**src/rtl/uncache_axi_bridge_pkg.sv**
```systemverilog
// Shared constants and types for the uncached AXI bridge: FSM encodings,
// fixed AXI attributes and the captured-request record.
package uncache_axi_bridge_pkg;

    // Fixed AXI attributes driven by the crossbar wrapper
    localparam logic [3:0] AXI_ID         = 4'd1;
    localparam logic [1:0] AXI_BURST_INCR = 2'b01;

    // FSM state encodings
    localparam logic [2:0] UC_IDLE   = 3'd0;
    localparam logic [2:0] UC_RD_AR  = 3'd1;
    localparam logic [2:0] UC_RD_R   = 3'd2;
    localparam logic [2:0] UC_WR_AWW = 3'd3;
    localparam logic [2:0] UC_WR_B   = 3'd4;

    // One captured CPU access. Direction is not stored here because the
    // FSM branch taken at acceptance already records it.
    typedef struct packed {
        logic [31:0] addr;
        logic [2:0]  axsize;
        logic [31:0] wdata;
        logic [3:0]  wstrb;
    } uc_req_t;

    // CPU size code to AXI AxSIZE; code 3 is treated as a word access.
    function automatic logic [2:0] size_to_axsize(input logic [1:0] size);
        return {1'b0, (size == 2'd3) ? 2'd2 : size};
    endfunction

endpackage

```
**src/rtl/uncache_axi_bridge_if.sv**
```systemverilog
// Single-beat AXI channel bundle between the uncached bridge (master) and
// the interconnect (slave). Constant attributes are not carried here.
interface uncache_axi_bridge_if;
    logic [31:0] araddr;
    logic [2:0]  arsize;
    logic        arvalid;
    logic        arready;

    logic [31:0] rdata_axi;
    logic        rvalid;
    logic        rlast;
    logic [1:0]  rresp;
    logic        rready;

    logic [31:0] awaddr;
    logic [2:0]  awsize;
    logic        awvalid;
    logic        awready;

    logic [31:0] wdata_axi;
    logic [3:0]  wstrb_axi;
    logic        wvalid;
    logic        wlast;
    logic        wready;

    logic        bvalid;
    logic [1:0]  bresp;
    logic        bready;

    modport master (
        output araddr, arsize, arvalid, rready,
        output awaddr, awsize, awvalid,
        output wdata_axi, wstrb_axi, wvalid, wlast, bready,
        input  arready, rdata_axi, rvalid, rlast, rresp,
        input  awready, wready, bvalid, bresp
    );

    modport slave (
        input  araddr, arsize, arvalid, rready,
        input  awaddr, awsize, awvalid,
        input  wdata_axi, wstrb_axi, wvalid, wlast, bready,
        output arready, rdata_axi, rvalid, rlast, rresp,
        output awready, wready, bvalid, bresp
    );
endinterface

```
**src/rtl/uncache_axi_bridge_req_latch.sv**
```systemverilog
// Request capture register: holds address, AXI size, write data and byte
// enables of the accepted access for the whole AXI transaction.
module uncache_axi_bridge_req_latch
    import uncache_axi_bridge_pkg::*;
(
    input  logic        clk,
    input  logic        resetn,
    input  logic        load,
    input  logic [1:0]  size,
    input  logic [31:0] addr,
    input  logic [31:0] wdata,
    input  logic [3:0]  wstrb,
    output uc_req_t     q
);

    // Capture the request on acceptance
    always_ff @(posedge clk or negedge resetn) begin
        // NOTE: these are plain data registers, but they are reset anyway so the
        // AXI address/data outputs never show X after reset.
        if (!resetn) begin
            q <= '0;
        end else if (load) begin
            // NOTE: non-blocking assignment for all clocked state so every
            // register samples pre-edge values regardless of block order.
            q <= '{addr: addr, axsize: size_to_axsize(size), wdata: wdata, wstrb: wstrb};
        end
    end

endmodule

```
**src/rtl/uncache_axi_bridge.sv**
```systemverilog
// Uncached data-side bridge: turns each accepted CPU SRAM-like access with
// uncached=1 into one single-beat AXI read or write, one access at a time.
module uncache_axi_bridge
    import uncache_axi_bridge_pkg::*;
(
    input  logic                        clk,
    input  logic                        resetn,
    input  logic                        req,
    input  logic                        uncached,
    input  logic                        wr,
    input  logic [1:0]                  size,
    input  logic [31:0]                 addr,
    input  logic [31:0]                 wdata,
    input  logic [3:0]                  wstrb,
    output logic                        addr_ok,
    output logic                        data_ok,
    output logic [31:0]                 rdata,
    uncache_axi_bridge_if.master        axi
);

    logic [2:0] state;
    logic [2:0] state_nxt;
    logic       aw_done;
    logic       w_done;
    uc_req_t    cur;

    logic accept;
    logic ar_hs;
    logic aw_hs;
    logic w_hs;
    logic r_done;
    logic b_done;
    logic unused_resp;

    assign accept  = (state == UC_IDLE) && req && uncached;
    assign addr_ok = accept;

    assign ar_hs  = axi.arvalid && axi.arready;
    assign aw_hs  = axi.awvalid && axi.awready;
    assign w_hs   = axi.wvalid && axi.wready;
    assign r_done = (state == UC_RD_R) && axi.rvalid;
    assign b_done = (state == UC_WR_B) && axi.bvalid;

    // Responses are completed regardless of status; rlast is implied by LEN=0
    assign unused_resp = ^{axi.rresp, axi.bresp, axi.rlast};

    uncache_axi_bridge_req_latch u_req_latch (
        .clk    (clk),
        .resetn (resetn),
        .load   (accept),
        .size   (size),
        .addr   (addr),
        .wdata  (wdata),
        .wstrb  (wstrb),
        .q      (cur)
    );

    // Channel outputs are decoded from state so reset drops them at once
    assign axi.araddr    = cur.addr;
    assign axi.arsize    = cur.axsize;
    assign axi.arvalid   = (state == UC_RD_AR);
    assign axi.rready    = (state == UC_RD_R);
    assign axi.awaddr    = cur.addr;
    assign axi.awsize    = cur.axsize;
    assign axi.awvalid   = (state == UC_WR_AWW) && !aw_done;
    assign axi.wdata_axi = cur.wdata;
    assign axi.wstrb_axi = cur.wstrb;
    assign axi.wvalid    = (state == UC_WR_AWW) && !w_done;
    assign axi.wlast     = 1'b1;
    assign axi.bready    = (state == UC_WR_B);

    // Next-state logic; the IDLE branch records the access direction
    always_comb begin
        // NOTE: default assignment first so every path drives state_nxt and no latch is inferred.
        state_nxt = state;
        case (state)
            UC_IDLE:   if (accept) state_nxt = wr ? UC_WR_AWW : UC_RD_AR;
            UC_RD_AR:  if (ar_hs) state_nxt = UC_RD_R;
            UC_RD_R:   if (axi.rvalid) state_nxt = UC_IDLE;
            UC_WR_AWW: if ((aw_done || aw_hs) && (w_done || w_hs)) state_nxt = UC_WR_B;
            UC_WR_B:   if (axi.bvalid) state_nxt = UC_IDLE;
            default:   state_nxt = UC_IDLE;
        endcase
    end

    // State register
    always_ff @(posedge clk or negedge resetn) begin
        if (!resetn) state <= UC_IDLE;
        else         state <= state_nxt;
    end

    // Per-channel completion flags for the AW/W phase, cleared on leaving it
    always_ff @(posedge clk or negedge resetn) begin
        if (!resetn) begin
            aw_done <= 1'b0;
            w_done  <= 1'b0;
        end else if (state_nxt != UC_WR_AWW) begin
            aw_done <= 1'b0;
            w_done  <= 1'b0;
        end else begin
            if (aw_hs) aw_done <= 1'b1;
            if (w_hs)  w_done  <= 1'b1;
        end
    end

    // Completion pulse one cycle after the R or B handshake
    always_ff @(posedge clk or negedge resetn) begin
        if (!resetn) data_ok <= 1'b0;
        else         data_ok <= r_done || b_done;
    end

    // Read data register, held until the next read returns
    always_ff @(posedge clk or negedge resetn) begin
        if (!resetn)     rdata <= '0;
        else if (r_done) rdata <= axi.rdata_axi;
    end

endmodule

```
**src/flat_wrapper.sv**
```systemverilog
// flat-port wrapper written by rule: the top's interface ports become plain ports
module uncache_axi_bridge_flat import uncache_axi_bridge_pkg::*;
  (clk, resetn, req, uncached, wr, size, addr, wdata, wstrb, addr_ok, data_ok, rdata, axi_araddr, axi_arsize, axi_arvalid, axi_rready, axi_awaddr, axi_awsize, axi_awvalid, axi_wdata_axi, axi_wstrb_axi, axi_wvalid, axi_wlast, axi_bready, axi_arready, axi_rdata_axi, axi_rvalid, axi_rlast, axi_rresp, axi_awready, axi_wready, axi_bvalid, axi_bresp);
  uncache_axi_bridge_if axi_i ();
  input  logic clk;
  input  logic resetn;
  input  logic req;
  input  logic uncached;
  input  logic wr;
  input  logic [1:0] size;
  input  logic [31:0] addr;
  input  logic [31:0] wdata;
  input  logic [3:0] wstrb;
  output logic addr_ok;
  output logic data_ok;
  output logic [31:0] rdata;
  output wire logic [$bits(axi_i.araddr)-1:0] axi_araddr;
  output wire logic [$bits(axi_i.arsize)-1:0] axi_arsize;
  output wire logic [$bits(axi_i.arvalid)-1:0] axi_arvalid;
  output wire logic [$bits(axi_i.rready)-1:0] axi_rready;
  output wire logic [$bits(axi_i.awaddr)-1:0] axi_awaddr;
  output wire logic [$bits(axi_i.awsize)-1:0] axi_awsize;
  output wire logic [$bits(axi_i.awvalid)-1:0] axi_awvalid;
  output wire logic [$bits(axi_i.wdata_axi)-1:0] axi_wdata_axi;
  output wire logic [$bits(axi_i.wstrb_axi)-1:0] axi_wstrb_axi;
  output wire logic [$bits(axi_i.wvalid)-1:0] axi_wvalid;
  output wire logic [$bits(axi_i.wlast)-1:0] axi_wlast;
  output wire logic [$bits(axi_i.bready)-1:0] axi_bready;
  input wire logic [$bits(axi_i.arready)-1:0] axi_arready;
  input wire logic [$bits(axi_i.rdata_axi)-1:0] axi_rdata_axi;
  input wire logic [$bits(axi_i.rvalid)-1:0] axi_rvalid;
  input wire logic [$bits(axi_i.rlast)-1:0] axi_rlast;
  input wire logic [$bits(axi_i.rresp)-1:0] axi_rresp;
  input wire logic [$bits(axi_i.awready)-1:0] axi_awready;
  input wire logic [$bits(axi_i.wready)-1:0] axi_wready;
  input wire logic [$bits(axi_i.bvalid)-1:0] axi_bvalid;
  input wire logic [$bits(axi_i.bresp)-1:0] axi_bresp;
  assign axi_araddr = axi_i.araddr;
  assign axi_arsize = axi_i.arsize;
  assign axi_arvalid = axi_i.arvalid;
  assign axi_rready = axi_i.rready;
  assign axi_awaddr = axi_i.awaddr;
  assign axi_awsize = axi_i.awsize;
  assign axi_awvalid = axi_i.awvalid;
  assign axi_wdata_axi = axi_i.wdata_axi;
  assign axi_wstrb_axi = axi_i.wstrb_axi;
  assign axi_wvalid = axi_i.wvalid;
  assign axi_wlast = axi_i.wlast;
  assign axi_bready = axi_i.bready;
  assign axi_i.arready = axi_arready;
  assign axi_i.rdata_axi = axi_rdata_axi;
  assign axi_i.rvalid = axi_rvalid;
  assign axi_i.rlast = axi_rlast;
  assign axi_i.rresp = axi_rresp;
  assign axi_i.awready = axi_awready;
  assign axi_i.wready = axi_wready;
  assign axi_i.bvalid = axi_bvalid;
  assign axi_i.bresp = axi_bresp;
  uncache_axi_bridge u_core (.clk(clk), .resetn(resetn), .req(req), .uncached(uncached), .wr(wr), .size(size), .addr(addr), .wdata(wdata), .wstrb(wstrb), .addr_ok(addr_ok), .data_ok(data_ok), .rdata(rdata), .axi(axi_i));
endmodule
```
**config.mk**
```make
export PLATFORM = sky130hd
export DESIGN_NAME = uncache_axi_bridge_flat
export DESIGN_NICKNAME = d
export VERILOG_FILES = /design/src/rtl/uncache_axi_bridge_pkg.sv /design/src/rtl/uncache_axi_bridge_if.sv /design/src/rtl/uncache_axi_bridge_req_latch.sv /design/src/rtl/uncache_axi_bridge.sv /design/src/flat_wrapper.sv
export SDC_FILE = /design/constraint.sdc
export NUM_CORES = 1
export LEC_CHECK = 0
export BUFFER_PORTS_ARGS = -buffer_cell sky130_fd_sc_hd__buf_2
export CAP_MARGIN = 5
export CORE_UTILIZATION = 45
export CTS_CLUSTER_DIAMETER = 30
export CTS_CLUSTER_SIZE = 8
export DETAILED_ROUTE_END_ITERATION = 6
export HOLD_SLACK_MARGIN = 0.08
export PLACE_DENSITY = 0.88
export SKIP_LAST_GASP = 1
export SYNTH_ARGS = -nofsm -noshare
export SYNTH_HDL_FRONTEND = slang
export SYNTH_SLANG_ARGS = --single-unit
```
**constraint.sdc**
```tcl
create_clock -name clk -period 2.1 [get_ports clk]
set_input_delay 0.315 -clock clk [delete_from_list [all_inputs] [get_ports clk]]
set_output_delay 0.315 -clock clk [all_outputs]
set_load 0.005 [all_outputs]
```
# Yosys cells after proc, flatten, opt, wreduce, memory -nomap -nowiden
# Cells that the tools add are included.
# word_totals
reg_bits,108
latchBits,0
ram_bits,0
mem_bits_ro,0
in_bits,117
output_inout_bits,146
word_cells,45
mem_count,0
# op_classes
n_addsub,0
multipliers,0
n_div,0
n_lt_le_gt_ge,0
n_eq_ne,6
n_shift,0
n_mux,12
n_bitwise,0
n_reduce_logical,18
# op_table
operator,n
$mux 3,5
$pmux 3 s5,1
$logic_and 1x1->1,10
$eq 3x2->1 const B,2
$mux 1,4
$mux 2,2
$reduce_bool 2->1,2
$eq 3x1->1 const B,1
$eq 3x3->1 const B,1
$logic_not 3->1,1
$logic_or 1x1->1,3
$ne 3x2->1 const B,1
$eq 2x2->1 const B,1
$logic_not 1->1,2

# Logic depth before layout (Yosys ltp)
# logic_depth
depth_word,9
depth_mapped,5
ltp_nobuf,4

# Cells and area by module
# Synthesis repeated with hierarchy kept, for this count alone.
# unflattened
hier_cells,293
hier_area_um2,4933.5
# by_module_without_submodules
mod,n_inst,cells_per_inst,area_each_um2,seq_area_each_um2
uncache_axi_bridge_req_latch,1,152,2962.8,1751.7
uncache_axi_bridge,1,141,1970.6,950.9

# Least setup slack after synthesis
# Ideal clock, no wire load.
# synth_timing
path_kind,register to register
startpoint,register u_core.state[0]
endpoint,register u_core.rdata[10]
setup_ns,0.125
arrival_time_ns,1.372
t_required_ns,1.975
slack_ns,0.603
stages_incl_launch_ff,6
n_path_buf,2
synth_period_minus_slack_ns,1.497
cell_sequence,dfrtp_1 nor2_2 and3_4 buf_6 buf_6 mux2_4
# synth_via
elab_chain_cells,2
# synth_rtl
element,line_no,source
start: declaration,uncache_axi_bridge.sv:21,logic [2:0] state;
start signal: assignment,uncache_axi_bridge.sv:89,else state <= state_nxt;
$eq 3x2->1,uncache_axi_bridge.sv:41,assign r_done = (state == UC_RD_R) && axi.rvalid;
$logic_and 1x1->1,uncache_axi_bridge.sv:41,
end signal: assignment,uncache_axi_bridge.sv:115,else if (r_done) rdata <= axi.rdata_axi;
end: declaration,uncache_axi_bridge.sv:17,"output logic [31:0] rdata,"
# No other way between the ends.
# A chain may end at the register's enable or synchronous reset.

# Worst setup path in the final report
# layout_timing
startpoint,register u_core.state[1]
endpoint,output port addr_ok
# layout_via
elab_chain_cells,3
# layout_rtl
element,line_no,source
$logic_not 3->1,uncache_axi_bridge.sv:35,assign accept = (state == UC_IDLE) && req && uncached;
$logic_and 1x1->1 (2 in a row),uncache_axi_bridge.sv:35,
end: declaration,flat_wrapper.sv:14,output logic addr_ok;
# No other way between the ends.

==> results.tsv <==
stage	metric	value	unit
global_route	grt_start_max_net_pins	55	
worst_setup_path	end_kind	output port	
worst_setup_path	cp.required	1.78	ns
power_and_ir_drop	powerDensity	1456	mW/mm^2
drt	vias	3153	
worst_setup_path	startpoint	u_core.state[1]$_DFF_PN0_	
final_layout	drive_gt1_share	73.00	%
floorplan	io-pin-count	263	
final_layout	final_cell_mix	buf_2, dfrtp_1, mux2_4	
global_route	antenna_found_initial	0	
final_layout	layout.nets	638	
floorplan	core	0.01037	sq mm
clocking	ctsRootBufferMaster	clkbuf_8	
drt	wl	10.79	mm
floorplan	die_area	0.01115	sq mm
clocking	clock_latency	0.35	ns
yosys	yosys_warnings	0	
yosys	synth_edf_count	0	
clocking	postCtsSetupBuffers	0	
global_route	grt-ovfl-total	0	
drt	antenna_left	0	
placement	portBuffers	254	
sta	slew_viol_final	0	
final_layout	final_common_cell	buf_2	
clocking	cts.clk_slew.worst_paths	0.10	ns
clocking	h-tree-depth	3	
worst_setup_path	regToRegSetupSlack	0.30	ns
worst_setup_path	endpoint	addr_ok	
status	status	complete, no violations	
worst_setup_path	worst_ep_arrival_time	1.69	ns
global_route	grt_pass1_vias	3252	
sta	skew	0.01817	ns
floorplan	die_h	105.6	um
sta	hold_viol	0	
yosys	yosys.cell_types.count	27	
worst_setup_path	rr_startpoint	u_core.state[0]$_DFF_PN0_	
final_layout	syn_to_final_growth	28.89	%
floorplan	rows	37	
drt	drc_errors	0	
worst_setup_path	worst_r2r_path_depth	4	
yosys	ys_seq_area_share	55.97	%
drt	drt-vias-per-instance	4.763	
job	max-cap-violations	0	
yosys	ys_seq_elements	108	
power_and_ir_drop	ir_worst_vdd	0.6935	mV
global_route	grt_pass1_wl	16.48	mm
sta	finalCriticalPeriod	2.002	ns
floorplan	start_util	46.56	%
power_and_ir_drop	total_power	9.064	mW
worst_setup_path	r2r-end	u_core.rdata[8]$_DFFE_PN0P_	
clocking	numCtsBuffers	9	
hold_path	min_from	axi_bvalid	
worst_setup_path	crit_type	flip-flop to output port	
hold_path	hold_class	input port to flip-flop	
worst_setup_path	critPathLaunchType	flip-flop	
placement	gp_congestion	0.7985	
yosys	synth_area_per_cell	16.37	sq um
sta	period_share	95.31	%
final_layout	fillers	818	
sta	setup_viol_count_final	0	
clocking	tritoncts	built	
drt	drtPass1Iterations	4	
yosys	netlist_area	0.004828	sq mm
yosys	synth_cells	295	
sta	setup_tns	0	ns
drt	wl_per_cell	16.30	um
worst_setup_path	path_max_fanout	17	
yosys	ys.flop_type	dfrtp_1	
drt	drt_iter0_drc	123	
yosys	async_flop_share	100.0	%
placement	dp_hpwl	7.890	mm
clocking	clockBufferDepth	2	
floorplan	die_w	105.6	um
final_layout	diodes	0	
clocking	cts_sinks	108	
power_and_ir_drop	leakagePower	3.293	nW
global_route	grt_usage	19.30	%
sta	rsz0062_at_grt	false	
sta	fmax	499.6	MHz
## worst min path at each step
stage,slack (ns),cells after the start,to
3_5_place_dp,0.31,1,u_core.u_req_latch.q[27]$_DFFE_PN0P_
5_1_grt,0.16,2,u_core.u_req_latch.q[68]$_DFFE_PN0P_
4_1_cts,0.14,2,u_core.state[2]$_DFF_PN0_
6_report,0.16,2,u_core.state[2]$_DFF_PN0_
2_1_floorplan,0.02,0,u_core.aw_done$_DFFE_PN0P_
3_3_place_gp,0.30,1,u_core.u_req_latch.q[27]$_DFFE_PN0P_
## state kept, by name, summed over array words and instances (netlist names)
register / flops
u_core.data_ok: 1
u_core.u_req_latch.q: 70
u_core.rdata: 32
u_core.state: 3
u_core.w_done: 1
u_core.aw_done: 1
## worst max-delay path, stage by stage, from the launching register on
cell and delay, ns:
dfrtp_2 0.47, and3b_2 0.28, nand2_2 0.11, inv_4 0.13, buf_16 0.18, buf_2 0.14
## area by class of cell
cell class              count  area (sq um)  area share, %
clock inverters             5         60.06         0.9650
repair buffers            262          1419          22.80
clock buffers              11         141.4          2.272
inverters                   3         13.76         0.2211
flip-flops and latches    108          2704          43.45
multi-input cells         137          1715          27.56
well taps                 136         170.2          2.734
## cells in the mapped netlist (2+ instances only)
master | n | area share, %
a21oi_1 | 4 | 0.41
and3b_1 | 2 | 0.36
buf_4 | 37 | 5.8
conb_1 | 2 | 0.16
mux2_4 | 98 | 30
nor2b_1 | 2 | 0.26
dfrtp_1 | 108 | 56
buf_6 | 11 | 2.6
nand2_1 | 3 | 0.23
mux2_2 | 4 | 0.93
inv_1 | 2 | 0.16
nor2_1 | 6 | 0.47
o22ai_1 | 2 | 0.26
## cell families after synthesis
logic type	synth area share, %
simple gates	2.721
mux	31.41
buf+inv	8.604
compound gates	1.140
other cells	0.1555
flops	55.97
## routing by layer
layer / track usage, % / vias up / wire length, um
met5: 0 / - / 0
met4: 7.837 / 0 / 184
met3: 4.700 / 17 / 708
met2: 35.53 / 157 / 5776
met1: 21.22 / 1559 / 4119
li1: - / 1420 / -
## what timing repair did
| action | 4_1_cts | 5_1_grt |
|---|---|---|
| endpoints found under the hold margin | 39 | 0 |
| endpoints found under the setup margin | 1 | 1 |
| resized for setup | 1 | 2 |
| hold buffers | 1 | 0 |
| pin swaps | 0 | 0 |
| cloned | 1 | 0 |
## report_power, final
group          leakage, nW  switching [mW]  internal (mW)
Combinational         1.90            1.42           2.59
Sequential            1.29           0.675           3.11
Clock               0.0999           0.681          0.590
Total                 3.29            2.77           6.29
## stage by stage
step | std cells | instance area (sq um) | util [%] | hold WS, ns | setup WS (ns)
finish | 662 | 6223 | 60.01 | 0.1645 | 0.09841
global route | 662 | 6223 | 60.01 | 0.1553 | 0.01028
CTS | 662 | 6221 | 59.99 | 0.1398 | 0.04273
floorplan | 296 | 4832 | - | 0.01941 | 0.6029
global placement | 644 | 5969 | 57.57 | 0.3044 | 0.3867
detailed placement | 644 | 5969 | 57.57 | 0.3109 | 0.3336
No activity file was read; power rests on OpenSTA's default activity.
